[config.mk]
export PLATFORM = sky130hd
export DESIGN_NAME = lsu_writeback
export DESIGN_NICKNAME = d
export VERILOG_FILES = /design/src/rtl/lsu_writeback.sv
export SDC_FILE = /design/constraint.sdc
export NUM_CORES = 1
export LEC_CHECK = 0
export ABC_AREA = 1
export CAP_MARGIN = 20
export CORE_ASPECT_RATIO = 2
export CORE_MARGIN = 1
export CORE_UTILIZATION = 50
export DETAILED_ROUTE_END_ITERATION = 7
export GPL_ROUTABILITY_DRIVEN = 0
export PLACE_DENSITY = 0.91
export SYNTH_ARGS = -nofsm -noshare
export SYNTH_HDL_FRONTEND = slang
export SYNTH_SLANG_ARGS = --single-unit
[constraint.sdc]
create_clock -name clk -period 3.7 [get_ports clk]
set_input_delay 0.555 -clock clk [delete_from_list [all_inputs] [get_ports clk]]
set_output_delay 0.555 -clock clk [all_outputs]
set_load 0.03 [all_outputs]
[src/rtl/lsu_writeback.sv]
// Memory/writeback stage: one op in flight, req/gnt/rvalid data bus, single-beat regfile writeback.
// Optional misaligned-access trap is enabled by defining LSU_MISALIGN_TRAP_EN.
module lsu_writeback #(
  parameter int unsigned XLEN        = 32,
  parameter int unsigned MEM_TIMEOUT = 16
) (
  input  logic            clk,
  input  logic            rst_n,
  input  logic            in_valid,
  output logic            in_ready,
  input  logic [XLEN-1:0] alu_result,
  input  logic [XLEN-1:0] store_data,
  input  logic [4:0]      rd,
  input  logic [2:0]      funct3,
  input  logic            is_load,
  input  logic            is_store,
  input  logic            reg_write,
  output logic            mem_req,
  output logic            mem_we,
  output logic [XLEN-1:0] mem_addr,
  output logic [XLEN-1:0] mem_wdata,
  output logic [3:0]      mem_wstrb,
  input  logic            mem_gnt,
  input  logic            mem_rvalid,
  input  logic [XLEN-1:0] mem_rdata,
  output logic            wb_we,
  output logic [4:0]      wb_rd,
  output logic [XLEN-1:0] wb_data,
  output logic            err
);

  typedef enum logic [1:0] {StIdle, StReq, StWait, StWb} state_e;

  state_e          state_q, state_d;
  logic            load_q;
  logic [XLEN-1:0] addr_q;
  logic [XLEN-1:0] wdata_q;
  logic [3:0]      strb_q;
  logic [2:0]      funct3_q;
  logic [4:0]      rd_q;
  logic [XLEN-1:0] data_q;
  logic [31:0]     cnt_q;
  logic            err_q, err_d;

  logic            accept;
  logic            is_mem;
  logic            f3_legal;
  logic            misalign;
  logic            mem_ok;
  logic            timeout;
  logic            capture;
  logic [XLEN-1:0] wdata_rep;
  logic [3:0]      strb_acc;
  logic [7:0]      byte_sel;
  logic [15:0]     half_sel;
  logic [XLEN-1:0] rdata_ext;

  assign in_ready = (state_q == StIdle);
  assign accept   = in_valid && in_ready;
  assign is_mem   = is_load || is_store;

  // Loads win when both is_load and is_store are set.
  always_comb begin
    f3_legal = 1'b0;
    if (is_load) begin
      f3_legal = funct3 inside {3'b000, 3'b001, 3'b010, 3'b100, 3'b101};
    end else begin
      f3_legal = funct3 inside {3'b000, 3'b001, 3'b010};
    end
  end

`ifdef LSU_MISALIGN_TRAP_EN
  assign misalign = ((funct3[1:0] == 2'b01) && alu_result[0]) ||
                    ((funct3[1:0] == 2'b10) && (alu_result[1:0] != 2'b00));
`else
  assign misalign = 1'b0;
`endif

  assign mem_ok  = is_mem && f3_legal && !misalign;
  // Comparing with >= lets a grant that lands on the last allowed cycle still time out in WAIT.
  assign timeout = (MEM_TIMEOUT != 0) && (cnt_q >= MEM_TIMEOUT - 1);

  always_comb begin
    wdata_rep = store_data;
    strb_acc  = 4'b1111;
    unique case (funct3[1:0])
      2'b00: begin
        wdata_rep = {(XLEN/8){store_data[7:0]}};
        strb_acc  = 4'b0001 << alu_result[1:0];
      end
      2'b01: begin
        wdata_rep = {(XLEN/16){store_data[15:0]}};
        strb_acc  = 4'b0011 << {alu_result[1], 1'b0};
      end
      default: begin
        wdata_rep = store_data;
        strb_acc  = 4'b1111;
      end
    endcase
  end

  always_comb begin
    byte_sel  = mem_rdata[{addr_q[1:0], 3'b000} +: 8];
    half_sel  = mem_rdata[{addr_q[1], 4'b0000} +: 16];
    rdata_ext = mem_rdata;
    case (funct3_q)
      3'b000:  rdata_ext = {{(XLEN-8){byte_sel[7]}}, byte_sel};
      3'b001:  rdata_ext = {{(XLEN-16){half_sel[15]}}, half_sel};
      3'b100:  rdata_ext = {{(XLEN-8){1'b0}}, byte_sel};
      3'b101:  rdata_ext = {{(XLEN-16){1'b0}}, half_sel};
      default: rdata_ext = mem_rdata;
    endcase
  end

  always_comb begin
    state_d = state_q;
    err_d   = 1'b0;
    capture = 1'b0;
    unique case (state_q)
      StIdle: begin
        if (accept) begin
          if (is_mem) begin
            if (mem_ok) state_d = StReq;
            else        err_d   = 1'b1;
          end else if (reg_write) begin
            state_d = StWb;
          end
        end
      end
      StReq: begin
        if (mem_gnt) begin
          if (!load_q) begin
            state_d = StIdle;
          end else if (mem_rvalid) begin
            state_d = StWb;
            capture = 1'b1;
          end else begin
            state_d = StWait;
          end
        end else if (timeout) begin
          state_d = StIdle;
          err_d   = 1'b1;
        end
      end
      StWait: begin
        if (mem_rvalid) begin
          state_d = StWb;
          capture = 1'b1;
        end else if (timeout) begin
          state_d = StIdle;
          err_d   = 1'b1;
        end
      end
      StWb:    state_d = StIdle;
      default: state_d = StIdle;
    endcase
  end

  always_ff @(posedge clk or negedge rst_n) begin
    if (!rst_n) begin
      state_q <= StIdle;
      err_q   <= 1'b0;
    end else begin
      state_q <= state_d;
      err_q   <= err_d;
    end
  end

  always_ff @(posedge clk or negedge rst_n) begin
    if (!rst_n) begin
      load_q   <= 1'b0;
      addr_q   <= '0;
      wdata_q  <= '0;
      strb_q   <= '0;
      funct3_q <= '0;
      rd_q     <= '0;
      data_q   <= '0;
      cnt_q    <= '0;
    end else begin
      if (accept) begin
        load_q   <= is_load;
        addr_q   <= alu_result;
        wdata_q  <= wdata_rep;
        strb_q   <= strb_acc;
        funct3_q <= funct3;
        rd_q     <= rd;
        data_q   <= alu_result;
        cnt_q    <= '0;
      end else if ((state_q == StReq) || (state_q == StWait)) begin
        cnt_q <= cnt_q + 32'd1;
      end
      if (capture) data_q <= rdata_ext;
    end
  end

  assign mem_req   = (state_q == StReq);
  assign mem_we    = mem_req && !load_q;
  assign mem_addr  = mem_req ? {addr_q[XLEN-1:2], 2'b00} : '0;
  assign mem_wdata = mem_we ? wdata_q : '0;
  assign mem_wstrb = mem_we ? strb_q : '0;
  assign wb_we     = (state_q == StWb) && (rd_q != 5'd0);
  assign wb_rd     = (state_q == StWb) ? rd_q : '0;
  assign wb_data   = (state_q == StWb) ? data_q : '0;
  assign err       = err_q;

endmodule

==> impl_summary.txt, run 1 <==
----------------------------------------------------
[Logic synthesis]
  Warnings from Yosys ... 0
  Count of flip-flops with a built-in enable after synthesis ... 0
  Share of flip-flops with an asynchronous set or reset after synthesis ... 100%
  Synthesized cell area ... 8420 um^2
  Count of mapped cells out of synthesis ... 1276
  Distinct cell type count after synthesis ... 45
  Portion of the post-synthesis area used by sequential elements ... 42.8%
  Number of synthesized register bits ... 144
  Synthesized area per cell ... roughly 6.6 um^2
  Prevailing post-synth register cell ... sky130_fd_sc_hd__dfrtp_1

[Finish]
  Sequential cell area ... 3600 um^2
  Post-layout utilization of the core ... ~69%
  Number of fillers in the final layout ... between 1000 and 1500
  Number of standard cells in the layout, taps in and fillers out ... 1688
  Layout cells sized above 1 ... 6.67%
  Area taken by multi-input logic gates ... about 3900 um^2
  Commonest non-fill, non-tap cell in the layout ... sky130_fd_sc_hd__nand2_1
  Area growth, synth to finish ... 33.6%
  Number of antenna repair diodes ... 0
  Commonest cells after routing, fill and taps aside ... 452 x sky130_fd_sc_hd__nand2_1, 194 x sky130_fd_sc_hd__nor2_1, 182 x sky130_fd_sc_hd__clkdlybuf4s50_1
  Nets ... 1588

[Worst hold path]
  Tightest Hold Check Type ... in -> async

[Clock tree]
  # H-tree levels ... 4
  Clock latency reported for the late side of the worst-skew pair ... 0.43 ns
  Quantity of hold-fixing buffers added after cts ... 0
  Number of buffers inserted to repair setup after CTS ... 0
  CTS tree ... done
  Clock Path Buffers ... 2
  Total clock buffers created by CTS ... 17
  Root Buffer ... sky130_fd_sc_hd__clkbuf_16
  Clock-pin slew reported for the worst setup and hold paths after clock tree synthesis ... 0.07 ns
  Count of instances resized after the clock tree is built ... 0
  Sink count of the clock tree ... around 140

[Critical path]
  Destination of the worst register-to-register timing path ... data_q[23]
  CP endpoint kind ... primary output
  Worst Setup Path Type ... reg -> out
  Worst reg-to-reg setup slack ... 0.79 ns
  Startpoint of the worst register-to-register path ... state_q[1]
  Crit path DAT ... 2.58 ns
  Count of cells along the worst register-to-register path ... 10
  Required time of the critical path ... 3.14 ns
  Max FO, Critical Path ... 36
  Startpoint class of the critical path ... flop

[Timing]
  Count of final hold-check violations ... 0
  Slew Viols, Final ... 0
  Relative slew margins ... 38.4%
  Actual slew at the worst max-slew pin ... 0.924 ns
  Final setup viols ... 0
  Time the worst path needs with I/O delays and setup ... 3.14 ns
  RSZ-0062 raised after global routing ... false
  Setup TNS ... 0 ns
  Worst hold-check slack ... around 0.15 ns
  F_max ... 319 MHz
  Fin crit share ... 84.8%
  Post-Route Skew ... ~0.012 ns

[Pwr]
  Power density over cell area ... 775 nW/um^2
  Comb pwr share ... 49.2%
  Switching power ... 0.00400 W
  Switching fraction of total power ... 45.9%
  Portion of total power attributed to the clock network ... between 20% and 30%
  Total internal power ... 0.00472 W
  Power share of the sequential group ... between 20 and 30%
  Leak ... 5.95 nW
  IR drop worst, VDD ... 0.414 mV

[Die]
  # rows ... 66
  Chip Height ... roughly 190 um
  Die Outline Area ... 17400 um^2
  Initial core utilization ... 51.5%
  Top Ports ... around 220
  Die W ... around 94 um
  Floorplan Core Area ... around 16000 um^2

[Global routing]
  Via count of the first global-routing pass ... 9163
  Total GRT Usage ... about 33%
  Largest net degree at the start of global routing ... 77
  Antenna violations before repair ... 0
  Leftover overflow at the end of global routing ... 0
  First-pass GRT wire length ... approximately 44 mm

[Placed design]
  Count of buffers from port buffering ... between 200 and 250
  HPWL reported at the end of detailed placement ... 20.2 mm
  Placed instance count ... 1656

[Drt]
  Number of optimization iterations in the first detailed-route pass ... 6
  Aggregate routed wire length ... about 27 mm
  Total vias in the final route ... 9162
  Initial DRC Count ... ~770
  DRC violations left ... 0
  Post-route ant nets ... 0
  Average vias per placed instance ... 5.43
  Routed wire length per instance ... 16.2 um

[Status]
  Result of the run ... completed

[Flow run]
  Max-Cap Viols ... 0

----------------------------------------------------
==> worst max path at each step <==
stage | startpoint | endpoint | slack (ns)
after floorplan | state_q[1] | mem_wdata[10] | 0.70
after global placement | mem_gnt | data_q[26] | 0.93
after detailed placement | mem_gnt | data_q[24] | 0.88
after CTS | state_q[1] | mem_wdata[14] | 0.59
after global routing | state_q[1] | mem_wdata[23] | 0.41
final | state_q[1] | mem_wdata[14] | 0.56
==> worst max-delay path, stage by stage (launching register included) <==
cell and delay [ns]:
sky130_fd_sc_hd__dfrtp_1 0.43, sky130_fd_sc_hd__inv_1 0.11, sky130_fd_sc_hd__ha_1 0.15, sky130_fd_sc_hd__buf_4 0.37
sky130_fd_sc_hd__inv_1 0.14, sky130_fd_sc_hd__nor2_1 0.18, sky130_fd_sc_hd__clkinv_1 0.08, sky130_fd_sc_hd__buf_4 0.25
sky130_fd_sc_hd__nor2_1 0.23, sky130_fd_sc_hd__buf_4 0.20
==> area by class of cell <==
type                       count  share of cell area [%]
timing repair buffer         230                    19.8
inverter                     175                    5.88
sequential                   144                    32.0
clock buffer                  17                    3.78
multi-input combinational    903                    34.5
clock inverter                15                    1.71
tap                          204                    2.27
==> cells by family (layout without fill, tap and decap cells) <==
group | count (synthesis) | count (layout) | share of synthesized area [%]
fa+ha+maj | 5 | 5 | 0.743
simple gates | 722 | 722 | 33.8
compound gates | 171 | 171 | 11.1
xor+xnor | 3 | 3 | 0.312
flops | 144 | 144 | 42.8
other cells | 1 | 2 | 0.0445
buf+inv | 230 | 437 | 11.2
==> sequential cells by signal, indices dropped and copies added, names as in the netlist <==
signal / count
data_q: 32
wdata_q: 32
load_q: 1
funct3_q: 3
cnt_q: 32
strb_q: 4
err: 1
addr_q: 32
state_q: 2
rd_q: 5
==> per-stage QoR <==
stage | area, um^2 | total power [W] | setup slack [ns]
after global routing | 11200 | 0.00928 | 0.408
after CTS | 11200 | 0.00870 | 0.593
after detailed placement | 10600 | 0.00685 | 0.880
after global placement | 10600 | 0.00674 | 0.931
after floorplan | 8430 | 0.00537 | 0.699
final | 11200 | 0.00872 | 0.561
==> routing by layer <==
metal	vias up	track usage, %	part of all wire [%]
li1	4307	-	-
met2	488	59.0	52
met3	140	5.35	6.1
met1	4227	34.2	33
met4	0	23.9	8.1
met5	-	0	0
==> Yosys cell counts, types with 3 or more instances <==
cell type                  instances  area share, %
sky130_fd_sc_hd__a21oi_1          35            2.1
sky130_fd_sc_hd__a22oi_1           8           0.71
sky130_fd_sc_hd__a31oi_1           7           0.52
sky130_fd_sc_hd__buf_2            16           0.95
sky130_fd_sc_hd__buf_4             4           0.36
sky130_fd_sc_hd__buf_6             5           0.67
sky130_fd_sc_hd__clkbuf_1         26            1.2
sky130_fd_sc_hd__clkinv_1          3           0.13
sky130_fd_sc_hd__dfrtp_1         144             43
sky130_fd_sc_hd__ha_1              5           0.74
sky130_fd_sc_hd__inv_1           168            7.5
sky130_fd_sc_hd__inv_2             3           0.13
sky130_fd_sc_hd__nand2_1         453             20
sky130_fd_sc_hd__nand2_2           3           0.22
sky130_fd_sc_hd__nand3_1          33            2.0
sky130_fd_sc_hd__nand4_1          11           0.82
sky130_fd_sc_hd__nor2_1          194            8.6
sky130_fd_sc_hd__nor2_2            4           0.30
sky130_fd_sc_hd__nor3_1           15           0.89
sky130_fd_sc_hd__o21ai_0         102            6.1
sky130_fd_sc_hd__o21ai_1           3           0.18
sky130_fd_sc_hd__o22ai_1           3           0.22
sky130_fd_sc_hd__or2_2             3           0.22
==> power by group through the flow <==
stage / combinational, W / sequential, W / clock [W]
5_1_grt: 0.00470 / 0.00268 / 0.00190
3_3_place_gp: 0.00415 / 0.00259 / 0
6_report: 0.00429 / 0.00260 / 0.00182
4_1_cts: 0.00427 / 0.00259 / 0.00183
2_1_floorplan: 0.00291 / 0.00246 / 0
3_5_place_dp: 0.00423 / 0.00261 / 0
Note: power is estimated with default switching activity, not from simulation.
==> inputs of run 2 (changes only) <==
==> constraint.sdc (replaced) <==
create_clock -name clk -period 2.9 [get_ports clk]
set_input_delay 0.435 -clock clk [delete_from_list [all_inputs] [get_ports clk]]
set_output_delay 0.435 -clock clk [all_outputs]
set_load 0.03 [all_outputs]
==> impl_summary.txt, run 2 (synthesized netlist as in run 1, its figures left out) <==
----------------------------------------------------
[Finish]
  Sequential cell area ... 3600 um^2 (unchanged)
  Commonest non-fill, non-tap cell in the layout ... sky130_fd_sc_hd__nand2_1 (unchanged)
  Commonest cells after routing, fill and taps aside ... 452 x sky130_fd_sc_hd__nand2_1, 194 x sky130_fd_sc_hd__nor2_1, 173 x sky130_fd_sc_hd__clkdlybuf4s50_1 (was 452 x sky130_fd_sc_hd__nand2_1, 194 x sky130_fd_sc_hd__nor2_1, 182 x sky130_fd_sc_hd__clkdlybuf4s50_1)
  Layout cells sized above 1 ... 7.46% (was 6.67%)
  Area growth, synth to finish ... 35.2% (was 33.6%)
  Nets ... 1592 (was 1588)
  Number of fillers in the final layout ... 1295 (was 1336)
  Area taken by multi-input logic gates ... 3890 um^2 (unchanged)

[Timing]
  F_max ... 364 MHz
  Setup TNS ... 0 ns (unchanged)
  Actual slew at the worst max-slew pin ... 0.981 ns (was 0.924 ns)
  Post-Route Skew ... 0.0113 ns (was 0.0116 ns)
  Worst hold-check slack ... 0.480 ns (was 0.148 ns)
  Fin crit share ... between 90% and 100%
  RSZ-0062 raised after global routing ... false (unchanged)
  Slew Viols, Final ... 0 (unchanged)
  Relative slew margins ... 34.4% (was 38.4%)
  Final setup viols ... 0 (unchanged)
  Count of final hold-check violations ... 0 (unchanged)
  Time the worst path needs with I/O delays and setup ... 2.75 ns

[Die]
  Initial core utilization ... 51.5% (unchanged)
  Top Ports ... 222 (unchanged)
  Chip Height ... 186 um (unchanged)
  Die W ... 93.8 um (unchanged)
  Floorplan Core Area ... 16400 um^2 (unchanged)
  # rows ... 66 (unchanged)
  Die Outline Area ... 17400 um^2 (unchanged)

[Critical path]
  Worst Setup Path Type ... reg -> out (unchanged)
  CP max stage cell ... sky130_fd_sc_hd__clkdlybuf4s50_1 (was sky130_fd_sc_hd__dfrtp_1)
  Max FO, Critical Path ... 32 (was 36)
  Required time of the critical path ... 2.47 ns (was 3.14 ns)
  CP Buf/Inv Count ... 4 (was 6)
  Top cell family by delay on the critical path ... buffers and inverters (unchanged)
  CP endpoint kind ... primary output (unchanged)
  Cell repeated most along the worst path ... sky130_fd_sc_hd__inv_1 (was sky130_fd_sc_hd__buf_4)
  Worst reg-to-reg setup slack ... 0.58 ns (was 0.79 ns)
  Startpoint class of the critical path ... flop (unchanged)
  Cell Chain, Critical Path ... inv_1 -> ha_1 -> buf_6 -> nand2_1 -> inv_1 -> clkdlybuf4s50_1 (was inv_1 -> ha_1 -> buf_4 -> inv_1 -> nor2_1 -> clkinv_1 -> buf_4 -> nor2_1 -> buf_4)
  Max incr delay on CP ... 0.66 ns (was 0.43 ns)
  Crit path DAT ... 2.31 ns (was 2.58 ns)

[Clock tree]
  Total clock buffers created by CTS ... 17 (unchanged)
  Sink count of the clock tree ... 144 (unchanged)
  Clock Path Buffers ... 2 (unchanged)
  Clock latency reported for the late side of the worst-skew pair ... 0.43 ns (about the same)
  Number of buffers inserted to repair setup after CTS ... 0 (unchanged)
  # H-tree levels ... 4 (unchanged)
  CTS tree ... done (unchanged)
  Root Buffer ... sky130_fd_sc_hd__clkbuf_16 (unchanged)
  Clock-pin slew reported for the worst setup and hold paths after clock tree synthesis ... 0.06 ns (was 0.07 ns)

[Pwr]
  Power density over cell area ... 992 nW/um^2 (was 775 nW/um^2)
  IR drop worst, VDD ... 0.574 mV (was 0.414 mV)
  Leak ... 6.00 nW (was 5.95 nW)

[Drt]
  Highest metal used ... met4 (unchanged)
  Aggregate routed wire length ... 27.3 mm (was 27.4 mm)
  Total vias in the final route ... 9091 (was 9162)
  Met1 wire length ... 9.10 mm (was 9.12 mm)
  Routed wire length per instance ... 16.1 um (was 16.2 um)
  Number of optimization iterations in the first detailed-route pass ... 5 (was 6)
  Average vias per placed instance ... 5.37 (was 5.43)
  DRC violations left ... 0 (unchanged)
  Sum of met3 wire segment lengths after detailed routing ... 1.63 mm (was 1.66 mm)
  Post-route ant nets ... 0 (unchanged)
  Initial DRC Count ... 695 (was 772)
  DR WL met2 ... 14.3 mm (was 14.4 mm)

[Placed design]
  Count of buffers from port buffering ... 219 (unchanged)
  HPWL reported at the end of detailed placement ... 20.1 mm (was 20.2 mm)

[Global routing]
  Via count of the first global-routing pass ... 9011 (was 9163)
  Total GRT Usage ... 32.7% (was 33.0%)
  Largest net degree at the start of global routing ... 88 (was 77)
  Antenna violations before repair ... 1 (was 0)
  Leftover overflow at the end of global routing ... 0 (unchanged)
  First-pass GRT wire length ... 43.1 mm (was 44.0 mm)

[Status]
  Result of the run ... completed (unchanged)

[Worst hold path]
  Tightest Hold Check Type ... reg -> reg (was in -> async)

[Flow run]
  Max-Cap Viols ... 0 (unchanged)

----------------------------------------------------
run 2: cell count changes in the layout (fill, tap and decap cells not counted), moves of 2 or more:
| cell | change |
|---|---|
| sky130_fd_sc_hd__clkdlybuf4s50_1 | -9 |
| sky130_fd_sc_hd__buf_4 | +2 |
| sky130_fd_sc_hd__buf_12 | +9 |
| sky130_fd_sc_hd__diode_2 | +2 |
| sky130_fd_sc_hd__inv_8 | -4 |
| sky130_fd_sc_hd__clkinvlp_4 | +3 |
run 2: repair_timing:
item                                    4_1_cts  5_1_grt
hold buffers                                  1        0
endpoints found under the hold margin        42        0
resized for setup                             0        1
endpoints found under the setup margin        0       17
run 2: routing by layer:
metal / up-vias / GRT usage (%)
li1: 4313 / -
met1: 4204 / 32.6
met2: 423 / 57.9
met3: 151 / 6.00
met4: 0 / 26.2
met5: - / 0
run 2: layout make-up:
cell class / instances / area share (%)
Clock buffer: 17 / 3.74
Clock inverter: 15 / 1.73
Tap cell: 204 / 2.24
Sequential cell: 144 / 31.7
Antenna cell: 2 / 0.0440
Multi-Input combinational cell: 903 / 34.1
Inverter: 175 / 5.81
Timing Repair Buffer: 234 / 20.6
run 2: through the flow:
step	cells	power, W	cell area, um^2	worst slack [ns]	util (%)
2_1_floorplan	1277	0.00685	8430	0.0194	-
3_3_place_gp	1659	0.00872	10700	0.606	65.7
3_5_place_dp	1659	0.00889	10700	0.541	65.7
4_1_cts	1692	0.0113	11400	0.0558	69.6
5_1_grt	1694	0.0120	11400	0.0422	69.6
6_report	1694	0.0113	11400	0.152	69.6
run 2: path summary, 6_finish.rpt:
kind	startpoint	end	cells after the start
setup / recovery	state_q[1]	mem_addr[23]	6
hold / removal	addr_q[19]	addr_q[19]	2
setup reg to reg	state_q[1]	data_q[30]	11
hold reg to reg	addr_q[19]	addr_q[19]	2
max in group asynchronous	rst_n	data_q[10]	3
min in group asynchronous	rst_n	wdata_q[16]	2
run 2: worst reg2reg max path, delay by kind of cell, from the launching register on:
kind	cells	cell delay [ns]
DFF	1	0.42
buffers and inverters	4	0.81
AOI/OAI and AO/OA	2	0.34
adders and majority gates	1	0.20
and+or+nand+nor	4	0.45
run 2: report_power, final:
group	leakage, nW	internal (W)	switching (W)
logic	3.89	0.00199	0.00367
registers	1.82	0.00280	0.000491
clock network	0.295	0.00138	0.000963
total	6.00	0.00617	0.00513
